## config.mk

```make
export PLATFORM = sky130hd
export DESIGN_NAME = uart_rx_frame_parser_flat
export DESIGN_NICKNAME = d
export VERILOG_FILES = /design/src/rtl/uart_rx_frame_parser_if.sv /design/src/rtl/uart_rx_frame_parser.sv /design/src/flat_wrapper.sv
export SDC_FILE = /design/constraint.sdc
export NUM_CORES = 1
export LEC_CHECK = 0
export CAP_MARGIN = 10
export CORE_MARGIN = 1
export CORE_UTILIZATION = 56
export CTS_CLUSTER_SIZE = 30
export DETAILED_ROUTE_END_ITERATION = 10
export HOLD_SLACK_MARGIN = 0.05
export PLACE_DENSITY = 0.81
export REMOVE_ABC_BUFFERS = 1
export SLEW_MARGIN = 0
export SYNTH_ARGS = -nofsm -noshare
export SYNTH_HDL_FRONTEND = slang
export SYNTH_SLANG_ARGS = --single-unit
```

## constraint.sdc

```tcl
create_clock -name clk_i -period 3.7 [get_ports clk_i]
set_clock_uncertainty 0.15 [all_clocks]
set_input_delay 0.74 -clock clk_i [delete_from_list [all_inputs] [get_ports clk_i]]
set_output_delay 0.74 -clock clk_i [all_outputs]
set_load 0.03 [all_outputs]
```

## src/rtl/uart_rx_frame_parser_if.sv

```systemverilog
// Byte stream from the uart receiver and payload stream to the consumer.
// The parser takes the slave modport; the driving/consuming side takes master.
interface uart_rx_frame_parser_if;
  logic [7:0] rx_data_i;
  logic       rx_vld_i;
  logic       rx_rdy_o;
  logic [7:0] pl_data_o;
  logic       pl_vld_o;
  logic       pl_sop_o;
  logic       pl_eop_o;
  logic       pl_rdy_i;

  modport slave (
    input  rx_data_i, rx_vld_i, pl_rdy_i,
    output rx_rdy_o, pl_data_o, pl_vld_o, pl_sop_o, pl_eop_o
  );

  modport master (
    output rx_data_i, rx_vld_i, pl_rdy_i,
    input  rx_rdy_o, pl_data_o, pl_vld_o, pl_sop_o, pl_eop_o
  );
endinterface

```

## src/rtl/uart_rx_frame_parser.sv

```systemverilog
// Hunts for 55 AA LEN PAYLOAD CHK frames in the uart byte stream, forwards the payload
// through a one-deep registered stream and reports per-frame status plus saturating counters.
module uart_rx_frame_parser #(
  parameter int DLY            = 1,
  parameter int MAX_LEN        = 64,
  parameter int TIMEOUT_CYCLES = 4096
) (
  input  logic                          clk_i,
  input  logic                          rst_i,
  input  logic                          enable_i,
  uart_rx_frame_parser_if.slave         bus,
  output logic                          frm_ok_o,
  output logic                          frm_err_o,
  output logic [1:0]                    frm_err_code_o,
  output logic [15:0]                   ok_cnt_o,
  output logic [15:0]                   err_cnt_o
);

  localparam int TW = $clog2(TIMEOUT_CYCLES + 1);

  // DLY is kept only so existing instantiations still bind; no delays are modelled.
  if (DLY < 0 || MAX_LEN < 1 || MAX_LEN > 255 || TIMEOUT_CYCLES < 2) begin : g_param_chk
    $error("uart_rx_frame_parser: illegal parameter value");
  end

  typedef enum logic [2:0] {S_IDLE, S_HDR2, S_LEN, S_PAYLOAD, S_CHK} state_t;

  state_t      state_q, state_d;
  logic [7:0]  len_q, len_d, sum_q, sum_d, cnt_q, cnt_d;
  logic [TW-1:0] tmo_q, tmo_d;
  logic [7:0]  pl_data_q, pl_data_d;
  logic        pl_vld_q, pl_vld_d, pl_sop_q, pl_sop_d, pl_eop_q, pl_eop_d;
  logic        ok_q, ok_d, err_q, err_d;
  logic [1:0]  code_q, code_d;
  logic [15:0] ok_cnt_q, ok_cnt_d, err_cnt_q, err_cnt_d;
  logic        rx_rdy, accept, stall;
  logic [7:0]  b;

  assign rx_rdy = !(enable_i && state_q == S_PAYLOAD) || !pl_vld_q || bus.pl_rdy_i;
  assign accept = bus.rx_vld_i && rx_rdy;
  assign stall  = bus.rx_vld_i && !rx_rdy;
  assign b      = bus.rx_data_i;

  always_comb begin
    state_d   = state_q;
    len_d     = len_q;
    sum_d     = sum_q;
    cnt_d     = cnt_q;
    tmo_d     = tmo_q;
    pl_data_d = pl_data_q;
    pl_vld_d  = pl_vld_q;
    pl_sop_d  = pl_sop_q;
    pl_eop_d  = pl_eop_q;
    ok_d      = 1'b0;
    err_d     = 1'b0;
    code_d    = code_q;
    ok_cnt_d  = ok_cnt_q;
    err_cnt_d = err_cnt_q;

    if (pl_vld_q && bus.pl_rdy_i) pl_vld_d = 1'b0;

    if (!enable_i) begin
      state_d = S_IDLE;
      tmo_d   = '0;
    end else begin
      if (accept || state_q == S_IDLE) tmo_d = '0;
      else if (!stall)                 tmo_d = tmo_q + 1'b1;

      if (accept) begin
        unique case (state_q)
          S_IDLE: if (b == 8'h55) state_d = S_HDR2;
          S_HDR2: begin
            if (b == 8'hAA)      state_d = S_LEN;
            else if (b != 8'h55) state_d = S_IDLE;
          end
          S_LEN: begin
            if (b == 8'h00 || b > 8'(MAX_LEN)) begin
              state_d = S_IDLE;
              err_d   = 1'b1;
              code_d  = 2'b01;
            end else begin
              len_d   = b;
              sum_d   = b;
              cnt_d   = '0;
              state_d = S_PAYLOAD;
            end
          end
          S_PAYLOAD: begin
            pl_data_d = b;
            pl_vld_d  = 1'b1;
            pl_sop_d  = (cnt_q == 8'd0);
            pl_eop_d  = (cnt_q == len_q - 8'd1);
            sum_d     = sum_q + b;
            cnt_d     = cnt_q + 8'd1;
            if (cnt_q == len_q - 8'd1) state_d = S_CHK;
          end
          S_CHK: begin
            state_d = S_IDLE;
            if (b == sum_q) ok_d = 1'b1;
            else begin
              err_d  = 1'b1;
              code_d = 2'b10;
            end
          end
          default: state_d = S_IDLE;
        endcase
      end else if (state_q != S_IDLE && !stall && tmo_q == TW'(TIMEOUT_CYCLES - 1)) begin
        // An accepted byte takes priority over an expiring count (handled above).
        state_d = S_IDLE;
        err_d   = 1'b1;
        code_d  = 2'b11;
        tmo_d   = '0;
      end
    end

    if (ok_d && ok_cnt_q != '1)   ok_cnt_d  = ok_cnt_q + 16'd1;
    if (err_d && err_cnt_q != '1) err_cnt_d = err_cnt_q + 16'd1;
  end

  always_ff @(posedge clk_i or posedge rst_i) begin
    if (rst_i) begin
      state_q   <= S_IDLE;
      len_q     <= '0;
      sum_q     <= '0;
      cnt_q     <= '0;
      tmo_q     <= '0;
      pl_data_q <= '0;
      pl_vld_q  <= 1'b0;
      pl_sop_q  <= 1'b0;
      pl_eop_q  <= 1'b0;
      ok_q      <= 1'b0;
      err_q     <= 1'b0;
      code_q    <= '0;
      ok_cnt_q  <= '0;
      err_cnt_q <= '0;
    end else begin
      state_q   <= state_d;
      len_q     <= len_d;
      sum_q     <= sum_d;
      cnt_q     <= cnt_d;
      tmo_q     <= tmo_d;
      pl_data_q <= pl_data_d;
      pl_vld_q  <= pl_vld_d;
      pl_sop_q  <= pl_sop_d;
      pl_eop_q  <= pl_eop_d;
      ok_q      <= ok_d;
      err_q     <= err_d;
      code_q    <= code_d;
      ok_cnt_q  <= ok_cnt_d;
      err_cnt_q <= err_cnt_d;
    end
  end

  assign bus.rx_rdy_o  = rx_rdy;
  assign bus.pl_data_o = pl_data_q;
  assign bus.pl_vld_o  = pl_vld_q;
  assign bus.pl_sop_o  = pl_sop_q;
  assign bus.pl_eop_o  = pl_eop_q;
  assign frm_ok_o       = ok_q;
  assign frm_err_o      = err_q;
  assign frm_err_code_o = code_q;
  assign ok_cnt_o       = ok_cnt_q;
  assign err_cnt_o      = err_cnt_q;

endmodule

```

## src/flat_wrapper.sv

```systemverilog
// flat-port wrapper written by rule: the top's interface ports become plain ports
module uart_rx_frame_parser_flat 
#(
  parameter int DLY            = 1,
  parameter int MAX_LEN        = 64,
  parameter int TIMEOUT_CYCLES = 4096
)
  (clk_i, rst_i, enable_i, frm_ok_o, frm_err_o, frm_err_code_o, ok_cnt_o, err_cnt_o, bus_rx_data_i, bus_rx_vld_i, bus_pl_rdy_i, bus_rx_rdy_o, bus_pl_data_o, bus_pl_vld_o, bus_pl_sop_o, bus_pl_eop_o);
  uart_rx_frame_parser_if bus_i ();
  input  logic clk_i;
  input  logic rst_i;
  input  logic enable_i;
  output logic frm_ok_o;
  output logic frm_err_o;
  output logic [1:0] frm_err_code_o;
  output logic [15:0] ok_cnt_o;
  output logic [15:0] err_cnt_o;
  input wire logic [$bits(bus_i.rx_data_i)-1:0] bus_rx_data_i;
  input wire logic [$bits(bus_i.rx_vld_i)-1:0] bus_rx_vld_i;
  input wire logic [$bits(bus_i.pl_rdy_i)-1:0] bus_pl_rdy_i;
  output wire logic [$bits(bus_i.rx_rdy_o)-1:0] bus_rx_rdy_o;
  output wire logic [$bits(bus_i.pl_data_o)-1:0] bus_pl_data_o;
  output wire logic [$bits(bus_i.pl_vld_o)-1:0] bus_pl_vld_o;
  output wire logic [$bits(bus_i.pl_sop_o)-1:0] bus_pl_sop_o;
  output wire logic [$bits(bus_i.pl_eop_o)-1:0] bus_pl_eop_o;
  assign bus_i.rx_data_i = bus_rx_data_i;
  assign bus_i.rx_vld_i = bus_rx_vld_i;
  assign bus_i.pl_rdy_i = bus_pl_rdy_i;
  assign bus_rx_rdy_o = bus_i.rx_rdy_o;
  assign bus_pl_data_o = bus_i.pl_data_o;
  assign bus_pl_vld_o = bus_i.pl_vld_o;
  assign bus_pl_sop_o = bus_i.pl_sop_o;
  assign bus_pl_eop_o = bus_i.pl_eop_o;
  uart_rx_frame_parser #(.DLY(DLY), .MAX_LEN(MAX_LEN), .TIMEOUT_CYCLES(TIMEOUT_CYCLES)) u_core (.clk_i(clk_i), .rst_i(rst_i), .enable_i(enable_i), .bus(bus_i), .frm_ok_o(frm_ok_o), .frm_err_o(frm_err_o), .frm_err_code_o(frm_err_code_o), .ok_cnt_o(ok_cnt_o), .err_cnt_o(err_cnt_o));
endmodule
```

==> impl_metrics.ini <==
[run_status]
outcome = finished clean

[synthesis]
syn_avg_cell_area_sq_um = 9.88
synth_edf_count = 0
synth_seq_area_share_pct = 45.4
ys_types = 63
synth.cell_area_sq_um = 4790
synth-main-ff-cell = dfrtp_1
synthCells = 485
ys_seq_elements = 87
synth-async-reset-ratio_pct = 100
ys_warn_count = 0

[cts]
cts_root_buffer = clkbuf_8
clkTransAtPathRegs_ns = 0.09
cts_hold_buf = 0
post_cts_buffers = 0
ctsResizeCount = 0
htreeDepth = 3
numCtsBuffers = 9
clk_path_buf_depth = 2
clk_latency_ns = 0.37
cts.sink_count = 87
cts_tree = yes

[place]
place_congestion = 0.845
place_hpwl_microns = 7730
io_buffers = 60

[finish]
nets = 574
fillerInstances = 638
multi_input_area_sq_um = 2450
n_antenna_cell = 0
final_util_pct = 69.4
drive_gt1_share_pct = 9.06
mostFrequentLayoutCell = dfrtp_1
syn_to_final_growth_pct = 19.5
ff_latch_area_sq_um = 2180
mostFrequentLayoutCells = dfrtp_1, clkdlybuf4s50_1, nand2_1

[critical_path]
worstPathMaxFanout = 10
cp-startpoint = u_core.state_q[2]$_DFFE_PP0P_
worstPathRequired_ns = 2.81
r2r-start = u_core.state_q[2]$_DFFE_PP0P_
arrival_ns = 2.30
crit_path_end_kind = output pin
crit_type = register to output pin
crit_path_start_kind = register

[floorplan]
die_w_microns = 94.5
die_area_sq_um = 8930
io_pins = 61
row_count = 33
die_y_microns = 94.5
core_sq_um = 8260
start_util_pct = 58.0

[global_routing]
use_met2_pct = 43.1
grt_busiest_layer = met2
grt_max_degree = 37
grt_overflow = 0
met1_usage_pct = 35.7
grt_antenna_before_repair = 0
grt_pass1_wl_microns = 18100
grt_usage_pct = 26.4
grt_pass1_vias = 3726
grt_use_met3_pct = 3.46

[min_path]
hp-class = register to register
min_from = u_core.bus.pl_data_o[3]$_DFFE_PP0P_

[sta]
final.period_utilization_pct = 86.3
finalMaxSlewViolations = 0
worst_slew_pin_slew_ns = 0.607
setup-violations-final = 0
hold_violations = 0
clock.fmax_mhz = 313
totalNegativeSetupSlack_ns = 0
period_needed_ns = 3.19
max_slew_margin_pct = 59.4
rsz0062_at_grt = false

[power_and_ir_drop]
seqPwrFrac_pct = 49.6
power.leakage_nw = 2.56
ir_drop_mv = 0.237
swShare_pct = 28.4
cell_internal_pwr_mw = 1.49
power_density_nw_per_um2 = 363
total_power_mw = 2.08
p_comb_share_pct = 13.5
switchingPower_uw = 589
pwr-share-clk_pct = 36.9

[detailed_routing]
first_pass_iters = 5
drt_iter0_markers = 169
viasPerCell = 5.81
wl_per_cell_microns = 16.4
remaining_drc_errors = 0
vias = 3818
final_antenna_net_count = 0
wl_microns = 10800

[flow_run]
maxCapViolCount = 0
## cell usage after synthesis, drive strengths merged (3+ instances only)
library cell  count  area (sq um)
nor2b             5          31.3
and2              6          37.5
nor3             16          85.1
nand2            59           221
o211ai            3          36.3
dfrtp            87          2180
nor3b             3          27.5
nand3b            3          35.0
nor2             33           126
a21oi            13          65.1
and3              8          50.1
xor2             22           193
o21a              3          22.5
nand2b            3          18.8
clkbuf            8          30.0
o21ai            20           100
and4              8          70.1
ha               13           163
mux2              9           101
a31oi             6          52.6
nand3            23           115
inv              18          67.6
or3               5          36.3
or2               4          25.0
xnor2            38           333
a211oi            4          47.5
a21o              3          22.5
nand4            24           163
mux2i             4          40.0
buf              11          70.1
## cells by family (layout without fill, tap and decap cells)
group	Yosys count	after routing	share of synthesized area (%)
AOI/OAI and AO/OA	64	64	9.95
xor gates and xnor gates	60	60	11.0
adders and majority gates	14	14	3.81
buffers and inverters	37	104	3.50
DFF	87	87	45.4
muxes	13	13	2.95
and+or+nand+nor	210	210	23.4
## stage by stage
| stage | std cells | cell area (sq um) | hold slack [ns] | setup WS [ns] |
|---|---|---|---|---|
| floorplan | 466 | 4690 | 0.304 | 0.560 |
| global placement | 641 | 5500 | 0.307 | 0.329 |
| detailed placement | 641 | 5500 | 0.318 | 0.243 |
| CTS | 657 | 5730 | 0.341 | 0.484 |
| global route | 657 | 5730 | 0.357 | 0.393 |
| finish | 657 | 5730 | 0.332 | 0.506 |
## power by group through the flow
stage | Clock, mW | Combinational [mW] | Sequential [mW]
finish | 0.767 | 0.280 | 1.03
global route | 0.816 | 0.307 | 1.04
CTS | 0.773 | 0.282 | 1.03
detailed placement | 0 | 0.281 | 1.05
global placement | 0 | 0.272 | 1.04
floorplan | 0 | 0.0996 | 1.10
## per-layer routing
layer | up-vias | part of all wire, %
met5 | - | 0
met4 | 0 | 1.5
met3 | 17 | 4.5
met2 | 104 | 48
met1 | 1879 | 46
li1 | 1818 | -
## critical path, stage by stage (launching register included)
cell and delay, ns:
dfrtp_1 0.50, and3b_1 0.62, nand3_1 0.19, clkdlybuf4s50_1 0.63
## cell type report
cell class                 count  area share (%)
timing repair buffer          70            11.8
clock inverter                 7            1.79
multi-input combinational    361            42.7
clock buffer                   9            2.16
sequential                    87            38.0
inverter                      18            1.20
tap                          105            2.29
## worst paths after layout
kind / slack, ns / cells past startpoint / end
max in group asynchronous: 2.01 / 3 / u_core.sum_q[7]$_DFFE_PP0P_
worst min-delay path: 0.33 / 2 / u_core.bus.pl_data_o[3]$_DFFE_PP0P_
worst max-delay path: 0.51 / 3 / bus_rx_rdy_o
worst min register to register: 0.33 / 2 / u_core.bus.pl_data_o[3]$_DFFE_PP0P_
worst max register to register: 1.00 / 6 / u_core.state_q[0]$_DFFE_PP0P_
min in group asynchronous: 0.59 / 2 / u_core.err_cnt_o[6]$_DFFE_PP0P_
## flip-flops by register name, indices dropped and copies added, names as in the netlist, 2 cells and up
name	flops
u_core.cnt_q	8
u_core.frm_err_code_o	2
u_core.state_q	3
u_core.len_q	8
u_core.tmo_q	13
u_core.sum_q	8
u_core.err_cnt_o	16
u_core.bus.pl_data_o	8
u_core.ok_cnt_o	16
Power figures use the tool's default switching activity.
